[config.mk]
export PLATFORM = sky130hd
export DESIGN_NAME = mem_arbiter
export DESIGN_NICKNAME = d
export VERILOG_FILES = /design/src/rtl/mem_arbiter.sv
export SDC_FILE = /design/constraint.sdc
export NUM_CORES = 1
export LEC_CHECK = 0
export ABC_CLOCK_PERIOD_IN_PS = 2000
export CAP_MARGIN = 30
export CORE_MARGIN = 5
export CORE_UTILIZATION = 35
export DETAILED_ROUTE_END_ITERATION = 8
export GPL_ROUTABILITY_DRIVEN = 0
export PLACE_DENSITY = 0.69
export SYNTH_ARGS = -nofsm -noshare
export SYNTH_HDL_FRONTEND = slang
export SYNTH_SLANG_ARGS = --single-unit
[constraint.sdc]
create_clock -name clk -period 2 [get_ports clk]
set_clock_uncertainty 0.2 [all_clocks]
set_input_delay 0.4 -clock clk [delete_from_list [all_inputs] [get_ports clk]]
set_output_delay 0.4 -clock clk [all_outputs]
set_load 0.02 [all_outputs]
[src/rtl/mem_arbiter.sv]
// rtl/mem_arbiter.sv - single-port memory arbiter between ifetch and data ports
module mem_arbiter #(
    parameter int ADDR_WIDTH   = 32,
    parameter int DATA_WIDTH   = 32,
    parameter int MEM_LATENCY  = 1,
    parameter int STARVE_LIMIT = 4
) (
    input  logic                  clk,
    input  logic                  rst_n,
    input  logic                  i_req,
    input  logic [ADDR_WIDTH-1:0] i_addr,
    output logic                  i_ack,
    output logic [DATA_WIDTH-1:0] i_rdata,
    input  logic                  d_req,
    input  logic                  d_we,
    input  logic [ADDR_WIDTH-1:0] d_addr,
    input  logic [DATA_WIDTH-1:0] d_wdata,
    output logic                  d_ack,
    output logic [DATA_WIDTH-1:0] d_rdata,
    output logic                  mem_req,
    output logic                  mem_we,
    output logic [ADDR_WIDTH-1:0] mem_addr,
    output logic [DATA_WIDTH-1:0] mem_wdata,
    input  logic                  mem_ready,
    input  logic [DATA_WIDTH-1:0] mem_rdata
);

    localparam int LW = $clog2(MEM_LATENCY + 1);
    localparam int SW = $clog2(STARVE_LIMIT + 1);

    typedef enum logic [1:0] {IDLE, ISSUE, WAIT} state_t;

    state_t          state, state_n;
    logic [LW-1:0]   lat_cnt;
    logic [SW-1:0]   starve_cnt;
    logic            owner_d;
    logic            i_eff, d_eff;
    logic            grant_i, grant_d, data_done;

    // During an ack cycle the acked requester is still driving its old request; mask it.
    always_comb begin
        i_eff     = i_req & ~i_ack;
        d_eff     = d_req & ~d_ack;
        grant_i   = 1'b0;
        grant_d   = 1'b0;
        data_done = 1'b0;
        state_n   = state;
        case (state)
            IDLE: begin
                if (d_eff && !(i_eff && starve_cnt == SW'(STARVE_LIMIT)))
                    grant_d = 1'b1;
                else if (i_eff)
                    grant_i = 1'b1;
                if (grant_d || grant_i)
                    state_n = ISSUE;
            end
            ISSUE: begin
                if (mem_ready)
                    state_n = WAIT;
            end
            WAIT: begin
                if (lat_cnt == LW'(1)) begin
                    data_done = 1'b1;
                    state_n   = IDLE;
                end
            end
            default: state_n = IDLE;
        endcase
    end

    always_ff @(posedge clk or negedge rst_n) begin
        if (!rst_n)
            state <= IDLE;
        else
            state <= state_n;
    end

    always_ff @(posedge clk or negedge rst_n) begin
        if (!rst_n) begin
            i_ack      <= 1'b0;
            d_ack      <= 1'b0;
            i_rdata    <= '0;
            d_rdata    <= '0;
            mem_req    <= 1'b0;
            mem_we     <= 1'b0;
            mem_addr   <= '0;
            mem_wdata  <= '0;
            lat_cnt    <= '0;
            starve_cnt <= '0;
            owner_d    <= 1'b0;
        end else begin
            i_ack <= 1'b0;
            d_ack <= 1'b0;
            if (grant_d || grant_i) begin
                mem_req   <= 1'b1;
                mem_we    <= grant_d & d_we;
                mem_addr  <= grant_d ? d_addr : i_addr;
                mem_wdata <= grant_d ? d_wdata : '0;
                owner_d   <= grant_d;
            end
            if (state == ISSUE && mem_ready) begin
                mem_req <= 1'b0;
                lat_cnt <= LW'(MEM_LATENCY);
            end
            if (state == WAIT)
                lat_cnt <= lat_cnt - LW'(1);
            // Writes wait out the same latency but leave the read registers alone.
            if (data_done) begin
                if (!mem_we) begin
                    if (owner_d)
                        d_rdata <= mem_rdata;
                    else
                        i_rdata <= mem_rdata;
                end
                i_ack <= ~owner_d;
                d_ack <= owner_d;
            end
            if (state == IDLE) begin
                if (grant_i || !i_req)
                    starve_cnt <= '0;
                else if (grant_d && i_eff && starve_cnt != SW'(STARVE_LIMIT))
                    starve_cnt <= starve_cnt + SW'(1);
            end
        end
    end

endmodule

-- After elaboration in Yosys (flattened, before gate mapping)
Cells that the tools add are included.
- register bits: 139
- bits in latches: 0
- memory bits (writable): 0
- ROM bits: 0
- bits of input ports: 134
- output and inout port bits: 132
- word-level logic and storage cells: 69
- memories kept: 0
- add/subtract/negate cells: 2
- multipliers: 0
- div/mod/pow operators: 0
- order comparisons: 0
- equal/unequal tests: 7
- shift-type cells: 0
- multiplexer cells: 23
- bitwise gates (word level): 7
- reduce and logical (&&, ||, !) cells: 18
- operators with widths (cell ; number):
    $mux 32 ; 2
    $mux 1 ; 15
    $reduce_and 3->1 ; 3
    $mux 2 ; 3
    $mux 3 ; 2
    $ne 2x2->1 const B ; 3
    $pmux 2 s3 ; 1
    $reduce_bool 2->1 ; 3
    $logic_and 1x1->1 ; 5
    $not 1->1 ; 4
    $add 3x1->3 const B ; 1
    $and 1x1->1 ; 3
    $eq 3x3->1 const B ; 1
    $logic_or 1x1->1 ; 3
    $ne 3x3->1 const B ; 1
    $eq 2x1->1 const B ; 1
    $eq 2x2->1 const B ; 1
    $logic_not 1->1 ; 2
    $logic_not 2->1 ; 1
    $reduce_and 2->1 ; 1
    $sub 1x1->1 const B ; 1

-- Depth between registers and ports, before layout
- word-level depth: 12
- gate-level depth with buffers: 7
- depth with buffers taken out: 5

-- Least setup slack after synthesis
Ideal clock, no wire load.
- path kind: register -> register
- from: register i_ack
- to: register mem_addr[10]
- library setup time: 0.140 ns
- arrival time: 1.471 ns
- data required time: 1.660 ns
- setup slack: 0.188 ns
- cell stages (with the launch flop): 7
- buffers on the path: 3
- clock period less this slack: 1.812 ns
- cells stage by stage: dfrtp_1 -> buf_2 -> and4b_1 -> buf_2 -> clkbuf_1 -> nor4_1 -> a211oi_1
- word-level cells in the longest chain between the ends: 9
- elaborated cells on any way between the ends: 14
- those cells by class: mux: 8; bitwise: 2; reduce/logical: 4
- ends and longest elaborated chain (item ; RTL line ; RTL):
    from (decl) ; 12 ; output logic i_ack,
    from (signal assigned) ; 115 ; i_ack <= ~owner_d;
    $not 1->1 (*) ; 42 ; i_eff = i_req & ~i_ack;
    $and 1x1->1 (*) ; 42 ;
    $logic_and 1x1->1 ; 50 ; if (d_eff && !(i_eff && starve_cnt == SW'(STARVE_LIMIT)))
    $logic_not 1->1 ; 50 ;
    $logic_and 1x1->1 ; 50 ;
    $mux 1 ; 50 ;
    $mux 1 (2 in a row) ; 48 ; case (state)
    $mux 32 or $logic_or 1x1->1 (tied branches) ; 97, 94 ;
    to (signal assigned) ; 97 ; mem_addr <= grant_d ? d_addr : i_addr;
    to (decl) ; 22 ; output logic [ADDR_WIDTH-1:0] mem_addr,
Mark *: on every way between the ends. The rest lies on a longest branch, timed or not. The select of a mux whose other input is x is not followed.
A chain may end at the register's enable or synchronous reset.

-- Worst setup path after layout
- from: register d_rdata[31]
- to: output port d_rdata[31]
- RTL lines (item ; RTL line ; RTL):
    from (decl) ; 19 ; output logic [DATA_WIDTH-1:0] d_rdata,
    from (signal assigned) ; 111 ; d_rdata <= mem_rdata;
No word-level cell between the ends.

==> impl_metrics.ini <==
[critical_path]
r2r-end = mem_wdata[4]
cp_data_required_time_ps = 1400
path_max_fanout = 2
crit_type = flop to output pin
cp-end-kind = output pin
cp_cell_sequence = clkdlybuf4s50_1
r2r_setup_slack_ps = 50
crit_slowest_cell = clkdlybuf4s50_1
cp_top_family = buffers and inverters
worstPathArrival_ps = 1360
cp-start-kind = flop
worst-path-stages = 1
worstSetupEndpoint = d_rdata[31]
reg2regPathDepth = 7
path_buf_inv = 1
timing.rr.start = state[1]
slowest_delay_ps = 610
crit_start = d_rdata[31]

[detailed_routing]
drt_iter0_markers = 246
route.detailed.drc = 0
num_vias = 5364
routed_wl_um = 19500
vias_per_cell = 5.35
ant_nets = 0
wire_per_inst_um = 19.4
dr.pass1.iters = 7

[power]
p_switching_mw = 5.70
power_mw = 15.0
worst_ir_drop_vdd_uv = 747
clkPwrFrac_pct = 19.7
p_sw_share_pct = 38.0
p_seq_share_pct = 32.3
p_int_mw = 9.28
combPwrFrac_pct = 48.0
powerDensity_mw_per_mm2 = 1510
p_leak_nw = 4.86

[logic_synthesis]
ys_types = 37
synth_top_area_cell = dfrtp_1
syn_area_per_cell_um2 = 12.4
yosys.area.top_type_share_pct = 57.0
synth_area_leaders = dfrtp_1 57%, mux2_2 9.0%, a22o_1 4.7%
async_flop_share_pct = 100
synthesis.area_mm2 = 0.00610
synth_edf_count = 0
synthFlopType = dfrtp_1
synthesis.nets = 628
yosysWarnings = 0
synthCells = 492
ys_seq_area_share_pct = 57.0
ys_seq_elements = 139

[layout]
area_delta_synth_final_pct = 62.7
finalNonFillerCells = 1003
drive_gt1_share_pct = 16.7
design_area_mm2 = 0.00992
utilization_pct = 57.7
finalNetCount = 901
fill_cells = 1412
diodes = 0

[global_route]
grt_pass1_vias = 5752
grt_pass1_wl_um = 30300
grt-ovfl-total = 0
grt_start_max_net_pins = 52
antenna_found_initial = 0
grt_use_total_pct = 18.9

[clocking]
clkTransAtPathRegs_ps = 50
cts_tree = done
cts_buffers = 17
clk_latency_ps = 410
htreeDepth = 4
root_buffer = clkbuf_16
cts_sinks = 139
clock_path_buffers = 2

[sta]
finalCriticalPeriod_ps = 1960
rsz0062_at_grt = yes
fin_setup_tns_ps = 0
hold_slack_ps = 281
worst-slew-pin-transition_ps = 711
setup_violations = 0
fmax_mhz = 509
hold_viol = 0
finalCritPeriodShare_pct = 98.2
finalWorstSetupSlack_ps = 36.3
slew_headroom_pct = 52.5
maxSlewViolCount = 0

[die]
die_x_um = 142
ios = 266
die_h_um = 142
initial_core_util_pct = 35.5
core-area_mm2 = 0.0172
die_area_mm2 = 0.0202
rows = 48

[place]
dp_slack_ps = -666
place_area_mm2 = 0.00922
port_buffers = 265
dpl.hpwl_um = 14200
place_inst = 968

[run_status]
status = finished, final reports clean

[min_path]
hold_class = flop to flop

[job]
timing.max_cap.violations = 0
[cells by family (layout without fill, tap and decap cells)]
| logic type | count (synthesis) | after routing | synth area share [%] |
|---|---|---|---|
| buffers and inverters | 88 | 374 | 6.73 |
| flip-flops | 139 | 139 | 57.0 |
| AND/OR/NAND/NOR | 88 | 88 | 9.17 |
| multiplexers | 64 | 64 | 11.8 |
| AO/OA/AOI/OAI | 111 | 111 | 14.8 |
| adder cells (fa/ha/maj) | 2 | 2 | 0.410 |
[sequential cells by signal, summed over array words and instances, names as in the netlist]
| signal | cells |
|---|---|
| d_rdata | 32 |
| i_rdata | 32 |
| mem_addr | 32 |
| mem_wdata | 32 |
| starve_cnt | 3 |
| state | 2 |
| d_ack | 1 |
| i_ack | 1 |
| lat_cnt | 1 |
| mem_req | 1 |
| mem_we | 1 |
| owner_d | 1 |
[synthesized netlist by cell type, types with 3 or more instances]
cell type and count:
a2111oi_0 32, or3_1 32, a22o_1 33, nand2_1 6
nor2b_1 4, mux2_1 15, nand2b_1 3, inv_1 38
a211oi_1 33, buf_6 7, nor4_1 32, clkbuf_1 26
dfrtp_1 139, o21ai_0 4, buf_2 12, buf_4 3
mux2_2 49
[placed cells by master, fill, tap and decap left out, types with 4 or more instances in the layout]
| master | synthesis | routed |
|---|---|---|
| clkinv_2 | 0 | 5 |
| inv_1 | 38 | 38 |
| a22o_1 | 33 | 33 |
| o21ai_0 | 4 | 4 |
| dfrtp_1 | 139 | 139 |
| mux2_2 | 49 | 49 |
| buf_12 | 0 | 13 |
| a211oi_1 | 33 | 32 |
| dlymetal6s2s_1 | 0 | 53 |
| dlygate4sd2_1 | 0 | 66 |
| mux2_1 | 15 | 15 |
| clkbuf_16 | 0 | 18 |
| a2111oi_0 | 32 | 27 |
| clkdlybuf4s50_1 | 0 | 145 |
| a2111oi_1 | 0 | 4 |
| nor4_1 | 32 | 30 |
| or3_1 | 32 | 32 |
| buf_4 | 3 | 22 |
| nand2_1 | 6 | 6 |
[worst min-delay path by stage]
stage,from,to,slack [ps],cells past startpoint
2_1_floorplan,rst_n,d_ack,-100,0
3_3_place_gp,rst_n,mem_wdata[21],170,1
3_5_place_dp,rst_n,mem_wdata[21],180,1
4_1_cts,rst_n,mem_wdata[22],290,2
5_1_grt,d_rdata[30],d_rdata[30],300,1
6_report,i_rdata[21],i_rdata[21],280,1
[routing by layer]
layer	GRT usage (%)	share of wire [%]	vias to the layer above
met3	5.21	7.2	40
li1	-	-	2394
met1	23.1	40	2653
met4	7.68	2.5	0
met5	0	0	-
met2	31.8	50	277
[repair_timing]
| item | 4_1_cts | 5_1_grt |
|---|---|---|
| endpoints found under the setup margin | 98 | 112 |
| setup buffers | 0 | 1 |
| gates cloned | 0 | 1 |
| pin swaps | 0 | 1 |
| gates resized for setup | 68 | 65 |
| hold buffers | 1 | 0 |
| hold endpoints to repair | 43 | 0 |
[area by class of cell]
class / instances / area (um2) / share of cell area [%]
Sequential cell: 139 / 3480 / 35.1
Timing Repair Buffer: 304 / 3190 / 32.1
Multi-Input combinational cell: 265 / 2260 / 22.8
Clock buffer: 21 / 470 / 4.74
Tap cell: 225 / 282 / 2.84
Inverter: 38 / 143 / 1.44
Clock inverter: 11 / 95.1 / 0.959
[power by group through the flow]
| stage | logic (mW) | clock network, mW | registers [mW] |
|---|---|---|---|
| finish | 7.18 | 2.95 | 4.84 |
| global route | 7.67 | 3.15 | 5.01 |
| CTS | 7.23 | 3.02 | 4.87 |
| detailed placement | 7.65 | 0 | 4.91 |
| global placement | 7.47 | 0 | 4.87 |
| floorplan | 2.43 | 0 | 6.31 |
(Power assumes the default switching activity.)
